### src/rtl/datapath_seq_if.sv
// rtl/datapath_seq_if.sv - controller-side op/handshake/status bundle for datapath_seq
interface datapath_seq_if #(
    parameter int W     = 16,
    parameter int NREGS = 8,
    parameter int PCW   = 8
);
    localparam int AW = $clog2(NREGS);

    logic           start;
    logic [AW-1:0]  rn;
    logic [AW-1:0]  rm;
    logic [AW-1:0]  rd;
    logic [1:0]     aluop;
    logic [1:0]     shift;
    logic           asel;
    logic           bsel;
    logic [1:0]     vsel;
    logic           wr;
    logic           loads;
    logic [W-1:0]   sximm5;
    logic [W-1:0]   sximm8;
    logic [W-1:0]   mdata;
    logic [PCW-1:0] PC;
    logic           busy;
    logic           done;
    logic [W-1:0]   datapath_out;
    logic [2:0]     ZNV_out;
    logic [AW-1:0]  dbg_addr;
    logic [W-1:0]   dbg_data;

    modport master (
        output start, rn, rm, rd, aluop, shift, asel, bsel, vsel, wr, loads,
               sximm5, sximm8, mdata, PC, dbg_addr,
        input  busy, done, datapath_out, ZNV_out, dbg_data
    );

    modport slave (
        input  start, rn, rm, rd, aluop, shift, asel, bsel, vsel, wr, loads,
               sximm5, sximm8, mdata, PC, dbg_addr,
        output busy, done, datapath_out, ZNV_out, dbg_data
    );
endinterface

### src/rtl/datapath_seq.sv
// rtl/datapath_seq.sv - self-sequencing regfile/shifter/ALU datapath, one op per start pulse
module datapath_seq #(
    parameter int W     = 16,
    parameter int NREGS = 8,
    parameter int PCW   = 8
) (
    input  logic          clk,
    input  logic          reset_n,
    datapath_seq_if.slave bus
);
    localparam int AW = $clog2(NREGS);

    typedef enum logic [2:0] {IDLE, LA, LB, EX, WB} state_t;

    state_t         state;
    logic           busy_q;
    logic           done_q;
    logic [W-1:0]   regs [NREGS];
    logic [W-1:0]   a_q;
    logic [W-1:0]   b_q;
    logic [W-1:0]   c_q;
    logic [2:0]     znv_q;

    // Op fields captured at the accepting edge; bus values are ignored afterwards.
    logic [AW-1:0]  rn_q;
    logic [AW-1:0]  rm_q;
    logic [AW-1:0]  rd_q;
    logic [1:0]     aluop_q;
    logic [1:0]     shift_q;
    logic           asel_q;
    logic           bsel_q;
    logic [1:0]     vsel_q;
    logic           wr_q;
    logic           loads_q;
    logic [W-1:0]   sximm5_q;
    logic [W-1:0]   sximm8_q;

    logic [W-1:0]   b_sh;
    logic [W-1:0]   alu_a;
    logic [W-1:0]   alu_b;
    logic [W-1:0]   alu_res;
    logic           alu_v;
    logic [W-1:0]   wb_val;

    // Shifter on B, operand selection, ALU and overflow detection.
    always_comb begin
        b_sh    = b_q;
        alu_res = '0;
        alu_v   = 1'b0;
        case (shift_q)
            2'b01:   b_sh = {b_q[W-2:0], 1'b0};
            2'b10:   b_sh = {1'b0, b_q[W-1:1]};
            2'b11:   b_sh = {b_q[W-1], b_q[W-1:1]};
            default: b_sh = b_q;
        endcase
        alu_a = asel_q ? '0 : a_q;
        alu_b = bsel_q ? sximm5_q : b_sh;
        case (aluop_q)
            2'b00: begin
                alu_res = alu_a + alu_b;
                alu_v   = (alu_a[W-1] == alu_b[W-1]) && (alu_res[W-1] != alu_a[W-1]);
            end
            2'b01: begin
                alu_res = alu_a + ~alu_b + 1'b1;
                alu_v   = (alu_a[W-1] != alu_b[W-1]) && (alu_res[W-1] != alu_a[W-1]);
            end
            2'b10:   alu_res = alu_a & alu_b;
            default: alu_res = ~alu_b;
        endcase
    end

    // Writeback source; mdata and PC are taken live at the WB edge.
    always_comb begin
        case (vsel_q)
            2'b00:   wb_val = bus.mdata;
            2'b01:   wb_val = sximm8_q;
            2'b10:   wb_val = {{(W-PCW){1'b0}}, bus.PC};
            default: wb_val = c_q;
        endcase
    end

    // Sequencer: IDLE -> LA -> LB -> EX -> WB, plus all datapath registers.
    always_ff @(posedge clk) begin
        if (!reset_n) begin
            state    <= IDLE;
            busy_q   <= 1'b0;
            done_q   <= 1'b0;
            a_q      <= '0;
            b_q      <= '0;
            c_q      <= '0;
            znv_q    <= '0;
            rn_q     <= '0;
            rm_q     <= '0;
            rd_q     <= '0;
            aluop_q  <= '0;
            shift_q  <= '0;
            asel_q   <= 1'b0;
            bsel_q   <= 1'b0;
            vsel_q   <= '0;
            wr_q     <= 1'b0;
            loads_q  <= 1'b0;
            sximm5_q <= '0;
            sximm8_q <= '0;
            for (int i = 0; i < NREGS; i++) begin
                regs[i] <= '0;
            end
        end else begin
            done_q <= 1'b0;
            case (state)
                IDLE: begin
                    if (bus.start) begin
                        rn_q     <= bus.rn;
                        rm_q     <= bus.rm;
                        rd_q     <= bus.rd;
                        aluop_q  <= bus.aluop;
                        shift_q  <= bus.shift;
                        asel_q   <= bus.asel;
                        bsel_q   <= bus.bsel;
                        vsel_q   <= bus.vsel;
                        wr_q     <= bus.wr;
                        loads_q  <= bus.loads;
                        sximm5_q <= bus.sximm5;
                        sximm8_q <= bus.sximm8;
                        busy_q   <= 1'b1;
                        state    <= LA;
                    end
                end
                LA: begin
                    a_q   <= regs[rn_q];
                    state <= LB;
                end
                LB: begin
                    b_q   <= regs[rm_q];
                    state <= EX;
                end
                EX: begin
                    c_q <= alu_res;
                    if (loads_q) begin
                        znv_q <= {(alu_res == '0), alu_res[W-1], alu_v};
                    end
                    state <= WB;
                end
                WB: begin
                    if (wr_q) begin
                        regs[rd_q] <= wb_val;
                    end
                    done_q <= 1'b1;
                    busy_q <= 1'b0;
                    state  <= IDLE;
                end
                default: begin
                    busy_q <= 1'b0;
                    state  <= IDLE;
                end
            endcase
        end
    end

    assign bus.busy         = busy_q;
    assign bus.done         = done_q;
    assign bus.datapath_out = c_q;
    assign bus.ZNV_out      = znv_q;
    assign bus.dbg_data     = regs[bus.dbg_addr];
endmodule

### src/flat_wrapper.sv
// flat-port wrapper written by rule: the top's interface ports become plain ports
module datapath_seq_flat 
#(
    parameter int W     = 16,
    parameter int NREGS = 8,
    parameter int PCW   = 8
)
  (clk, reset_n, bus_start, bus_rn, bus_rm, bus_rd, bus_aluop, bus_shift, bus_asel, bus_bsel, bus_vsel, bus_wr, bus_loads, bus_sximm5, bus_sximm8, bus_mdata, bus_PC, bus_dbg_addr, bus_busy, bus_done, bus_datapath_out, bus_ZNV_out, bus_dbg_data);
  datapath_seq_if #(.W(W), .NREGS(NREGS), .PCW(PCW)) bus_i ();
  input  logic clk;
  input  logic reset_n;
  input wire logic [$bits(bus_i.start)-1:0] bus_start;
  input wire logic [$bits(bus_i.rn)-1:0] bus_rn;
  input wire logic [$bits(bus_i.rm)-1:0] bus_rm;
  input wire logic [$bits(bus_i.rd)-1:0] bus_rd;
  input wire logic [$bits(bus_i.aluop)-1:0] bus_aluop;
  input wire logic [$bits(bus_i.shift)-1:0] bus_shift;
  input wire logic [$bits(bus_i.asel)-1:0] bus_asel;
  input wire logic [$bits(bus_i.bsel)-1:0] bus_bsel;
  input wire logic [$bits(bus_i.vsel)-1:0] bus_vsel;
  input wire logic [$bits(bus_i.wr)-1:0] bus_wr;
  input wire logic [$bits(bus_i.loads)-1:0] bus_loads;
  input wire logic [$bits(bus_i.sximm5)-1:0] bus_sximm5;
  input wire logic [$bits(bus_i.sximm8)-1:0] bus_sximm8;
  input wire logic [$bits(bus_i.mdata)-1:0] bus_mdata;
  input wire logic [$bits(bus_i.PC)-1:0] bus_PC;
  input wire logic [$bits(bus_i.dbg_addr)-1:0] bus_dbg_addr;
  output wire logic [$bits(bus_i.busy)-1:0] bus_busy;
  output wire logic [$bits(bus_i.done)-1:0] bus_done;
  output wire logic [$bits(bus_i.datapath_out)-1:0] bus_datapath_out;
  output wire logic [$bits(bus_i.ZNV_out)-1:0] bus_ZNV_out;
  output wire logic [$bits(bus_i.dbg_data)-1:0] bus_dbg_data;
  assign bus_i.start = bus_start;
  assign bus_i.rn = bus_rn;
  assign bus_i.rm = bus_rm;
  assign bus_i.rd = bus_rd;
  assign bus_i.aluop = bus_aluop;
  assign bus_i.shift = bus_shift;
  assign bus_i.asel = bus_asel;
  assign bus_i.bsel = bus_bsel;
  assign bus_i.vsel = bus_vsel;
  assign bus_i.wr = bus_wr;
  assign bus_i.loads = bus_loads;
  assign bus_i.sximm5 = bus_sximm5;
  assign bus_i.sximm8 = bus_sximm8;
  assign bus_i.mdata = bus_mdata;
  assign bus_i.PC = bus_PC;
  assign bus_i.dbg_addr = bus_dbg_addr;
  assign bus_busy = bus_i.busy;
  assign bus_done = bus_i.done;
  assign bus_datapath_out = bus_i.datapath_out;
  assign bus_ZNV_out = bus_i.ZNV_out;
  assign bus_dbg_data = bus_i.dbg_data;
  datapath_seq #(.W(W), .NREGS(NREGS), .PCW(PCW)) u_core (.clk(clk), .reset_n(reset_n), .bus(bus_i));
endmodule
### config.mk
export PLATFORM = sky130hd
export DESIGN_NAME = datapath_seq_flat
export DESIGN_NICKNAME = d
export VERILOG_FILES = /design/src/rtl/datapath_seq_if.sv /design/src/rtl/datapath_seq.sv /design/src/flat_wrapper.sv
export SDC_FILE = /design/constraint.sdc
export NUM_CORES = 1
export LEC_CHECK = 0
export ABC_AREA = 0
export BUFFER_PORTS_ARGS = -buffer_cell sky130_fd_sc_hd__clkbuf_2
export CAP_MARGIN = 15
export CORE_ASPECT_RATIO = 1.2
export CORE_MARGIN = 2
export CORE_UTILIZATION = 40
export CTS_CLUSTER_DIAMETER = 80
export DETAILED_ROUTE_END_ITERATION = 10
export GPL_ROUTABILITY_DRIVEN = 0
export HOLD_SLACK_MARGIN = 0.03
export SETUP_SLACK_MARGIN = 0.05
export SYNTH_ARGS = -nofsm -noshare
export SYNTH_HDL_FRONTEND = slang
export SYNTH_SLANG_ARGS = --single-unit
### constraint.sdc
create_clock -name clk -period 7.85 [get_ports clk]
set_input_delay 0.785 -clock clk [delete_from_list [all_inputs] [get_ports clk]]
set_output_delay 0.785 -clock clk [all_outputs]
set_load 0.01 [all_outputs]
# ---- Word level (Yosys, flattened, before mapping)
# Memory sizes are Yosys's and may differ from the RTL's. A register that Yosys moved wholly into a read port is not among the register bits.
# Index checks and enable logic that the tools add are counted.
# Widths: inputs -> output; s select.
dict set report totals {
  mem_bits_rw 128
  regBits 75
  out_inout_bits 37
  inputBits 81
  mem_count 1
  word_cells 72
}
# name words word_bits read_ports rd_ports_with_merged_regs write_ports line_no
set mem_list {}
lappend mem_list {u_core.regs 8 16 3 2 8 datapath_seq.sv:18} ;# logic [W-1:0] regs [NREGS];
dict set report op_classes {
  eq_ne 16
  bitwise 3
  mux 19
  reduce_logical 13
  addsub 3
}
# op count
set ops {}
lappend ops {{$pmux 16 s3} 3}
lappend ops {{$mux 16} 3}
lappend ops {{$add 16x16->16} 2}
lappend ops {{$add 16x1->16 const B} 1}
lappend ops {{$and 16x16->16} 1}
lappend ops {{$logic_not 16->1} 1}
lappend ops {{$not 16->16} 1}
lappend ops {{$reduce_or 16->1} 1}
lappend ops {{$pmux 3 s4} 1}
lappend ops {{$eq 2x2->1 const B} 4}
lappend ops {{$mux 1} 8}
lappend ops {{$eq 2x1->1 const B} 3}
lappend ops {{$eq 3x2->1 const B} 2}
lappend ops {{$mux 3} 2}
lappend ops {{$reduce_and 2->1} 3}
lappend ops {{$logic_not 2->1} 2}
lappend ops {{$pmux 1 s2} 2}
lappend ops {{$eq 3x1->1 const B} 1}
lappend ops {{$eq 3x3->1 const B} 1}
lappend ops {{$logic_not 3->1} 1}
lappend ops {{$ne 1x1->1} 3}
lappend ops {{$reduce_or 3->1} 1}
lappend ops {{$logic_and 1x1->1} 2}
lappend ops {{$logic_not 1->1} 2}
lappend ops {{3 further kinds} 3}

# ---- Longest topological paths before layout
# Gate-level depths: netlist of the first run.
dict set report depth {
  ltp_word 9
  ltp_mapped 17
  mapped_depth_nobuf 15
}

# ---- Worst setup path after synthesis of the first run
# OpenSTA, ideal clock, no wires.
dict set report synth_timing {
  path_kind {reg2reg}
  start {register u_core.bsel_q}
  end {register u_core.znv_q[2], in the netlist u_core.bus.ZNV_out[2]}
  required_ps 7791
  slack_ps 3973
  path_stages_with_launch 14
  period_less_slack_ps 3877
  arrival_ps 3818
  n_path_buf 2
  setup_time_ps 59
  path_cell_list {dfxtp_1 -> buf_2 -> clkbuf_1 -> o31a_1 -> ha_1 -> fa_1 -> a21o_1 -> a2111oi_4 -> a21oi_2 -> xnor2_1 -> mux4_2 -> or4_1 -> nor4b_2 -> a31o_1}
}
dict set report synth_via {
  elab_chain_cells 6
  word_cells_on_any_way 8
  cone_classes {add/sub (3); mux (2); bitwise (2); reduce/logical (1)}
}
# element line_no
set synth_rtl {}
lappend synth_rtl {{start, declared} datapath_seq.sv:31} ;# logic bsel_q;
lappend synth_rtl {{start signal, assigned} datapath_seq.sv:118} ;# bsel_q <= bus.bsel;
lappend synth_rtl {{$mux 16 (*)} datapath_seq.sv:57} ;# alu_b = bsel_q ? sximm5_q : b_sh;
lappend synth_rtl {{$not 16->16} {datapath_seq.sv:64, datapath_seq.sv:68}}
lappend synth_rtl {{$add 16x16->16} datapath_seq.sv:64} ;# alu_res = alu_a + ~alu_b + 1'b1;
lappend synth_rtl {{$add 16x1->16} datapath_seq.sv:64}
lappend synth_rtl {{$pmux 16 s3 (*)} datapath_seq.sv:58} ;# case (aluop_q)
lappend synth_rtl {{$logic_not 16->1 (*)} datapath_seq.sv:139} ;# znv_q <= {(alu_res == '0), alu_res[W-1], alu_v};
lappend synth_rtl {{end signal, assigned} datapath_seq.sv:139}
lappend synth_rtl {{end, declared} datapath_seq.sv:22} ;# logic [2:0] znv_q;
# Every way passes the cells marked *; elsewhere a longest branch is shown, timed or not.
# A chain may end at the register's enable or synchronous reset.

# ---- Worst setup path after layout of the first run
dict set report layout_timing {
  start {register u_core.shift_q[0]}
  end {register u_core.znv_q[2], in the netlist u_core.bus.ZNV_out[2]}
}
dict set report layout_via {
  elab_chain_cells 8
  word_cells_on_any_way 12
  cone_classes {add/sub (3); eq/ne (3); mux (3); bitwise (2); reduce/logical (1)}
}
# element line_no
set layout_rtl {}
lappend layout_rtl {{start, declared} datapath_seq.sv:29} ;# logic [1:0] shift_q;
lappend layout_rtl {{start signal, assigned} datapath_seq.sv:116} ;# shift_q <= bus.shift;
lappend layout_rtl {{$eq 2x2->1 or $eq 2x1->1 (tied branches)} datapath_seq.sv:50} ;# case (shift_q)
lappend layout_rtl {{$pmux 16 s3 (*)} datapath_seq.sv:50}
lappend layout_rtl {{$mux 16 (*)} datapath_seq.sv:57}
lappend layout_rtl {{$not 16->16} {datapath_seq.sv:64, datapath_seq.sv:68}}
lappend layout_rtl {{$add 16x16->16} datapath_seq.sv:64}
lappend layout_rtl {{$add 16x1->16} datapath_seq.sv:64}
lappend layout_rtl {{$pmux 16 s3 (*)} datapath_seq.sv:58}
lappend layout_rtl {{$logic_not 16->1 (*)} datapath_seq.sv:139}
# Marks and branches as above.

==> impl_metrics.yaml, run 1 <==
cts:
  holdBufCountCts: 0
  cts-buffers-inserted: 26
  clockRootBuffer: "clkbuf_16"
  post_cts_resized: 0
  cts_tree: "built"
  cts.sinks: 235
  clock_insertion_delay_worst_skew_ps: 540
  maximum_clock_path_buffer_count: 3
  post_cts_setup_buffers: 0
  clock_tree.htree_level_count: 1
  path_clk_slew_ps: 60
route:
  detail_route.vias_per_cell: 5.78
  finalWirelength_um: 40800
  average_wire_length_per_cell_after_detail_routing_um: 22.0
  routed-via-count: 10700
  iter_0_drt_violations: 764
  drc: 0
  remaining_number_of_nets_flagged_by_the_antenna_check_after_routing: 0
  drtPass1Iterations: 5
setup_path:
  setup.worst_path.end_class: "flip-flop"
  cp_slowest_cell: "dfxtp_1"
  crit_fanout: 19
  critPathArrivalTime_ps: 5120
  required_time_at_the_worst_slack_endpoint_ps: 8320
  critPathMaxStageDelay_ps: 910
  setup.worst_path.class: "flip-flop to flip-flop"
  critical_path.cell_chain: "mux2_2 > o211ai_1 > and2_1 > inv_1 > fa_1 > nand3b_1 > a311oi_1 > nor4_1 > xnor2_1 > mux4_2 > or4_1 > nor4b_2 > a31o_1"
  crit_path_start_kind: "flip-flop"
global_routing:
  grt_overflow_total: 0
  gr-usage-all-layers_pct: 22.1
  grt_antenna_before_repair: 1
  grt_pass1_wl_um: 62200
  grt_pass1_vias: 10600
  grt_max_degree: 53
run_status:
  outcome: "finished, final reports clean"
final_layout:
  layout.cells.non_filler: 1855
  finalNetCount: 1488
  fillCellCount: 3261
  final_layout_size_suffix_gt1_share_pct: 23.6
  layout-area-overhead-vs-synth_pct: 12.8
  count_of_antenna_diodes_in_the_layout: 0
floorplanning:
  floorplan.core_area_um2: 34800
  num_ports: 118
  die-width_um: 175
  floorplan.die_area_um2: 36700
  rows: 75
  initial_core_util_pct: 40.4
  floorplan.die.height_um: 209
timing:
  timing.final.setup_violations: 0
  grt_setup_unrepaired: "false"
  setup_total_negative_slack_ps: 0
  transition_at_the_pin_with_the_smallest_max_transition_slack_ps: 1070
  number_of_max_slew_violations_in_the_final_report: 0
  whs_ps: 453
  skew_ps: 15.8
  clock.fmax_mhz: 215
  timing.max_slew.rel_slack_pct: 28.1
  final-hold-violation-count: 0
  minimum_clock_period_ps: 4660
  fin_crit_share_pct: 59.3
synth:
  synth_area_um2: 14100
  synth-main-ff-cell: "edfxtp_1"
  yosys_register_bits: 235
  yosysUniqueCellTypes: 72
  syn-num-nets: 1421
  synthesis.yosys.warnings: 0
  yosys-top-cells-count: "163 x nand2_1, 146 x nor2_1, 128 x edfxtp_1"
  synth.largest_area_cell: "edfxtp_1"
  ys_top_cells_by_area: "edfxtp_1 27%, mux4_2 17%, dfxtp_1 15%"
  most_common_cell_in_the_synthesized_netlist: "nand2_1"
  synth_cells: 1306
  syn_area_per_cell_um2: 10.8
  proportion_of_synthesized_chip_area_in_sequential_cells_pct: 42.5
  yosys.area.top_type_share_pct: 27.3
  synth_enable_flop_cells: 128
  asyncSetResetFlopFracSynth_pct: 0
placed_design:
  hpwlAfterDp_um: 29000
  portBuffers: 117
  dp_cells: 1806
power_and_ir_drop:
  power.static_leakage_nw: 5.92
  power_per_cell_area_nw_per_um2: 217
  max-vdd-ir-drop_mv: 0.184
  totalPowerFinal_mw: 3.45
job:
  drv_cap: 0
min_path:
  hold_path_class: "flip-flop to flip-flop"
[layer usage]
metal | part of all wire (%) | vias to the layer above | global-route usage [%]
met5 | 0 | - | 0
li1 | - | 4971 | -
met1 | 42 | 5374 | 29.3
met3 | 5.4 | 50 | 2.17
met4 | 1.9 | 0 | 4.97
met2 | 51 | 324 | 39.0
[flip-flops by register name, indices dropped and copies added, names as in the netlist, 2 cells and up]
register	count
u_core.a_q	16
u_core.aluop_q	2
u_core.b_q	16
u_core.bus.ZNV_out	3
u_core.bus.datapath_out	16
u_core.rd_q	3
u_core.regs	128
u_core.rm_q	3
u_core.rn_q	3
u_core.shift_q	2
u_core.state	3
u_core.sximm5_q	16
u_core.sximm8_q	16
u_core.vsel_q	2
[layout make-up]
class,count,area [um^2],share of cell area [%]
inverter,36,136,0.859
tap,462,578,3.64
sequential,235,5990,37.7
clock buffer,36,729,4.59
timing repair buffer,140,758,4.78
clock inverter,12,114,0.717
multi-input combinational,934,7570,47.7
[cell usage in the layout, fill, tap and decap left out, types with 7 or more instances in the layout]
cell and instances:
nand2_1 163, nor2_1 146, edfxtp_1 128, clkbuf_2 117
mux4_2 107, dfxtp_1 105, a21oi_1 82, nor2b_1 72
mux2i_1 64, a211oi_1 42, inv_1 32, ha_1 32
clkbuf_16 27, buf_4 23, mux2_2 21, and3_1 20
o21ai_0 17, a31oi_1 14, nand2b_1 12, nor3_1 12
xnor2_1 11, o211ai_1 11, nand3_1 10, a21o_1 7
clkbuf_1 7
[stage by stage]
stage | instance area (um^2) | utilization (%) | worst slack [ps]
after global placement | 15000 | 43.2 | 2750
after detailed placement | 15000 | 43.2 | 2790
after floorplan | 14100 | - | 3970
final | 15900 | 45.6 | 3190
after global routing | 15900 | 45.6 | 2870
after CTS | 15900 | 45.6 | 3200
[critical path: cells and delay by family (launching register included)]
kind | cells | cell delay [ps]
flip-flops | 1 | 910
buffers and inverters | 1 | 90
multiplexers | 2 | 920
AO/OA/AOI/OAI | 3 | 870
XOR/XNOR | 1 | 150
AND/OR/NAND/NOR | 5 | 1260
adder cells (fa/ha/maj) | 1 | 410
[path summary, 6_finish.rpt]
check | from | endpoint | slack, ps | cells after the start
min | u_core.sximm8_q[9] | u_core.sximm8_q[9] | 450 | 2
min reg2reg | u_core.sximm8_q[9] | u_core.sximm8_q[9] | 450 | 2
max | u_core.shift_q[0] | u_core.bus.ZNV_out[2] | 3190 | 13
max reg2reg | u_core.shift_q[0] | u_core.bus.ZNV_out[2] | 3190 | 13
[report_power, final]
part           total (mW)  switching [mW]  internal (mW)  leakage (nW)
clock network        1.21           0.493          0.714         0.417
logic               0.822           0.479          0.343          3.30
registers            1.42          0.0611           1.36          2.20
total                3.45            1.03           2.42          5.92
[cells by family after synthesis]
group	count (synthesis)	share of synthesized area, %
mux	193	23.4
compound gates	220	10.5
buf+inv	137	3.78
simple gates	471	15.6
flops	235	42.5
xor+xnor	16	0.996
fa+ha+maj	34	3.13
Note: power is estimated with default switching activity, not from simulation.
==> inputs of run 2 (changes only) <==
clock period = 4.8 ns   (was 7.85 ns; I/O delays follow)
==> run 2 against run 1 <==
  * Global-route usage is 0.67 points higher
  * Sequential share of layout area is 0.39 points lower
  * Cell area is 1.0% higher
  * Largest cell class unchanged
==> impl_metrics.yaml, run 2 (synthesized netlist as in run 1, its figures left out) <==
floorplanning:
  floorplan.die_area_um2: 36700
  floorplan.core_area_um2: 34800
  initial_core_util_pct: 40.4
  rows: 75
  floorplan.die.height_um: 209
  num_ports: 118
  die-width_um: 175
timing:
  transition_at_the_pin_with_the_smallest_max_transition_slack_ps: 1280
  timing.max_slew.rel_slack_pct: 14.3
  setup_total_negative_slack_ps: 0
  fin_crit_share_pct: 87.9
  timing.final.setup_violations: 0
  minimum_clock_period_ps: 4220
  clock.fmax_mhz: 237
  final-hold-violation-count: 0
  grt_setup_unrepaired: "false"
  skew_ps: 14.9
  number_of_max_slew_violations_in_the_final_report: 0
global_routing:
  gr-usage-all-layers_pct: 22.8
  grt_overflow_total: 0
  grt_max_degree: 101
  grt_antenna_before_repair: 0
  grt_pass1_vias: 10600
  grt_pass1_wl_um: 63500
cts:
  holdBufCountCts: 0
  clock_insertion_delay_worst_skew_ps: 550
  cts_tree: "built"
  cts-buffers-inserted: 27
  post_cts_setup_buffers: 0
  cts.sinks: 235
  path_clk_slew_ps: 60
  maximum_clock_path_buffer_count: 3
  post_cts_resized: 0
  clockRootBuffer: "clkbuf_16"
  clock_tree.htree_level_count: 1
setup_path:
  setup.worst_path.class: "flip-flop to flip-flop"
  required_time_at_the_worst_slack_endpoint_ps: 5290
  critical_path.cell_chain: "buf_4 > mux2i_1 > o21ai_1 > mux2i_1 > inv_1 > ha_1 > or2_2 > a311oi_1 > nor4_1 > xnor2_1 > mux4_2 > or4_1 > nor4b_2 > a31o_1"
  cp_slowest_cell: "mux4_2"
  critPathMaxStageDelay_ps: 500
  crit_fanout: 15
  critPathArrivalTime_ps: 4710
  crit_path_start_kind: "flip-flop"
  path_common_cell: "mux2i_1"
  setup.worst_path.end_class: "flip-flop"
run_status:
  outcome: "finished, final reports clean"
power_and_ir_drop:
  power.static_leakage_nw: 6.02
  power.share.combinational_pct: 23.7
  power_per_cell_area_nw_per_um2: 356
  max-vdd-ir-drop_mv: 0.231
  internal_portion_of_total_power_mw: 3.97
  p_clk_share_pct: 35.6
  totalPowerFinal_mw: 5.72
  p_sw_mw: 1.75
  p_sw_share_pct: 30.6
  pwr-share-seq_pct: 40.7
route:
  remaining_number_of_nets_flagged_by_the_antenna_check_after_routing: 0
  drtPass1Iterations: 7
  finalWirelength_um: 42300
  iter_0_drt_violations: 826
  average_wire_length_per_cell_after_detail_routing_um: 22.6
  detail_route.vias_per_cell: 5.82
  drc: 0
  routed-via-count: 10900
final_layout:
  count_of_antenna_diodes_in_the_layout: 0
  most_common_cell_after_layout_fill_and_taps_aside: "nand2_1"
  leading_cell_types_in_the_layout_fill_and_taps_excluded: "163 x nand2_1, 146 x nor2_1, 128 x edfxtp_1"
  final_layout_size_suffix_gt1_share_pct: 25.1
  registers.top_by_ff_count: "u_core.regs"
  layout-area-overhead-vs-synth_pct: 14.0
  fin_area_um2: 16000
  finalNetCount: 1507
  max_reg_flops: 128
placed_design:
  postPlaceCellArea_um2: 15200
  hpwlAfterDp_um: 30100
  portBuffers: 117
job:
  drv_cap: 0
min_path:
  hold_path_class: "input pin to flip-flop"
[run 2: per-layer routing]
layer | GRT usage (%) | wire, um
met1 | 30.1 | 17500
met2 | 39.9 | 21200
met3 | 2.32 | 2720
met4 | 6.06 | 910
met5 | 0 | 0
[run 2: final timing paths]
path	start	endpoint	slack [ps]	depth (start not counted)
worst max-delay path	u_core.shift_q[0]	u_core.bus.ZNV_out[2]	580	14
worst min-delay path	bus_sximm8[6]	u_core.sximm8_q[6]	150	3
worst max register to register	u_core.shift_q[0]	u_core.bus.ZNV_out[2]	580	14
worst min register to register	u_core.sximm8_q[15]	u_core.sximm8_q[15]	450	2
[run 2: layout make-up]
type                            count  area [um^2]
Clock inverter                     13          106
Fill cell                        3253        18800
Tap cell                          462          578
Timing Repair Buffer              158          893
Clock buffer                       37          766
Inverter                           36          136
Multi-Input combinational cell    934         7570
Sequential cell                   235         5990
[run 2: stage by stage]
stage	worst slack, ps	hold WS [ps]	cells	utilization (%)
5_1_grt	407	144	1875	46.1
6_report	579	147	1875	46.1
3_5_place_dp	716	445	1824	43.5
4_1_cts	694	134	1874	46.0
2_1_floorplan	923	431	1306	-
3_3_place_gp	745	439	1824	43.5
[run 2: power by group through the flow]
| stage | registers, mW | clock network (mW) | logic, mW |
|---|---|---|---|
| after global placement | 2.36 | 0 | 1.33 |
| after CTS | 2.33 | 2.06 | 1.35 |
| after global routing | 2.34 | 2.13 | 1.47 |
| after floorplan | 2.32 | 0 | 0.989 |
| final | 2.33 | 2.03 | 1.36 |
| after detailed placement | 2.37 | 0 | 1.34 |
[run 2: worst max-delay path, delay by kind of cell, from the launching register on]
family / cells / cell delay, ps
and+or+nand+nor: 4 / 1180
muxes: 3 / 980
AOI/OAI and AO/OA: 3 / 670
DFF: 1 / 410
buffers and inverters: 2 / 390
adders and majority gates: 1 / 350
xor gates and xnor gates: 1 / 150
==> inputs of run 3 (changes only) <==
CAP_MARGIN = unset   (was 15)
CORE_MARGIN = 5   (was 2)
==> run 3 against run 2 <==
  * Clock-buffer cell count increased by 4
  * Via count decreased by 1.5%
  * Die area increased by 6.4%
  * Global-route usage decreased by 1.4 points
  * Maximum frequency increased by 2.4%
  * Combinational power about the same
  * Worst hold slack got worse by 6.9 ps
  * Worst setup slack improved by 98 ps
  * Cell count about the same
  * Core utilization decreased by 0.11 points
  * First-iteration DRC count increased by 16%
  * Largest cell class unchanged
==> impl_metrics.yaml, run 3 (synthesized netlist as in run 1, its figures left out) <==
route:
  drc: 0
  detail_route.vias_per_cell: 5.74
  iter_0_drt_violations: 961
  remaining_number_of_nets_flagged_by_the_antenna_check_after_routing: 0
  routed-via-count: 10800
  average_wire_length_per_cell_after_detail_routing_um: 22.9
  drtPass1Iterations: 5
  finalWirelength_um: 42900
final_layout:
  count_of_antenna_diodes_in_the_layout: 0
  fin_util_pct: 46.0
  registers.top_by_ff_count: "u_core.regs"
  fillCellCount: 3311
  max_reg_flops: 128
  layout.area.seq_um2: 5990
  multi_input_gate_area_um2: 7570
  finalNetCount: 1506
  layout-area-overhead-vs-synth_pct: 14.0
  final_layout_size_suffix_gt1_share_pct: 25.0
  most_common_cell_after_layout_fill_and_taps_aside: "nand2_1"
  leading_cell_types_in_the_layout_fill_and_taps_excluded: "163 x nand2_1, 146 x nor2_1, 128 x edfxtp_1"
global_routing:
  grt_overflow_total: 0
  gr-usage-all-layers_pct: 21.3
  grt_pass1_wl_um: 64700
  grt_pass1_vias: 10800
  grt_max_degree: 55
  grt_antenna_before_repair: 0
floorplanning:
  floorplan.die.height_um: 215
  initial_core_util_pct: 40.3
  floorplan.die_area_um2: 39000
  die-width_um: 181
  rows: 75
  num_ports: 118
  floorplan.core_area_um2: 34900
cts:
  clock_insertion_delay_worst_skew_ps: 560
  path_clk_slew_ps: 60
  clockRootBuffer: "clkbuf_16"
  post_cts_setup_buffers: 0
  cts-buffers-inserted: 27
  post_cts_resized: 0
  cts.sinks: 235
  clock_tree.htree_level_count: 1
  cts_tree: "built"
  holdBufCountCts: 0
  maximum_clock_path_buffer_count: 3
min_path:
  hold_path_class: "input pin to flip-flop"
placed_design:
  hpwlAfterDp_um: 30700
  portBuffers: 117
power_and_ir_drop:
  internal_portion_of_total_power_mw: 4.00
  pwr-share-seq_pct: 40.7
  power.share.combinational_pct: 23.4
  power.static_leakage_nw: 6.03
  p_sw_mw: 1.75
  max-vdd-ir-drop_mv: 0.235
  p_sw_share_pct: 30.4
  power_per_cell_area_nw_per_um2: 358
  p_clk_share_pct: 35.9
setup_path:
  setup.worst_path.class: "flip-flop to flip-flop"
  setup.worst_path.end_class: "flip-flop"
  crit_path_start_kind: "flip-flop"
  critPathMaxStageDelay_ps: 490
  required_time_at_the_worst_slack_endpoint_ps: 5290
  path_common_cell: "mux2i_1"
  critPathArrivalTime_ps: 4610
  critical_path.cell_chain: "buf_4 > mux2i_1 > o21ai_1 > mux2i_1 > inv_1 > ha_1 > or2_2 > a311oi_1 > nor4_1 > xnor2_1 > mux4_2 > or4_1 > nor4b_2 > a31o_1"
  cp_slowest_cell: "mux4_2"
  crit_fanout: 15
timing:
  number_of_max_slew_violations_in_the_final_report: 0
  final-hold-violation-count: 0
  transition_at_the_pin_with_the_smallest_max_transition_slack_ps: 1200
  minimum_clock_period_ps: 4120
  timing.final.setup_violations: 0
  clock.fmax_mhz: 243
  setup_total_negative_slack_ps: 0
  grt_setup_unrepaired: "false"
  timing.max_slew.rel_slack_pct: 19.8
  skew_ps: 21.7
  fin_crit_share_pct: 85.9
job:
  drv_cap: 0
run_status:
  outcome: "finished, final reports clean"
[run 3: cell count changes in the layout (fill, tap and decap cells not counted), sizes merged]
cell      change
clkinv        -1
inv           -2
clkbuf        +3
clkinvlp      -1
[run 3: layout make-up]
cell class                      instances  area share (%)
Multi-Input combinational cell        934            47.2
Sequential cell                       235            37.3
Clock inverter                          9           0.522
Tap cell                              462            3.60
Timing Repair Buffer                  157            5.52
Inverter                               36           0.850
Clock buffer                           41            4.99
[run 3: final timing paths]
kind                       startpoint               endpoint  slack [ps]  depth (start not counted)
setup reg to reg    u_core.shift_q[0]  u_core.bus.ZNV_out[2]         680                         14
hold reg to reg   u_core.sximm8_q[10]    u_core.sximm8_q[10]         450                          2
hold / removal          bus_sximm8[3]     u_core.sximm8_q[3]         140                          3
setup / recovery    u_core.shift_q[0]  u_core.bus.ZNV_out[2]         680                         14
[run 3: power groups by stage]
stage / Sequential [mW] / Clock (mW) / Combinational (mW)
2_1_floorplan: 2.32 / 0 / 0.989
4_1_cts: 2.34 / 2.10 / 1.34
5_1_grt: 2.35 / 2.17 / 1.47
3_5_place_dp: 2.38 / 0 / 1.34
6_report: 2.34 / 2.06 / 1.35
3_3_place_gp: 2.37 / 0 / 1.33
[run 3: layer usage]
layer	share of wire [%]	track usage (%)	vias to the layer above	wire length, um
li1	-	-	5019	-
met1	40	27.7	5322	17300
met2	50	37.7	348	21600
met3	6.7	3.15	64	2890
met4	2.4	5.08	0	1050
met5	0	0	-	0
[run 3: metrics by stage]
stage	worst slack (ps)	hold slack [ps]	cells	instance area (um^2)	power [mW]
global route	359	137	1874	16000	5.99
finish	677	140	1874	16000	5.75
detailed placement	717	448	1824	15200	3.72
floorplan	923	431	1306	14100	3.31
global placement	757	441	1824	15200	3.70
CTS	682	120	1874	16000	5.78
[run 3: critical path, delay by kind of cell, from the launching register on]
kind / cells / cell delay [ps]
AO/OA/AOI/OAI: 3 / 640
XOR/XNOR: 1 / 150
adder cells (fa/ha/maj): 1 / 340
buffers and inverters: 2 / 380
flip-flops: 1 / 410
multiplexers: 3 / 950
AND/OR/NAND/NOR: 4 / 1180
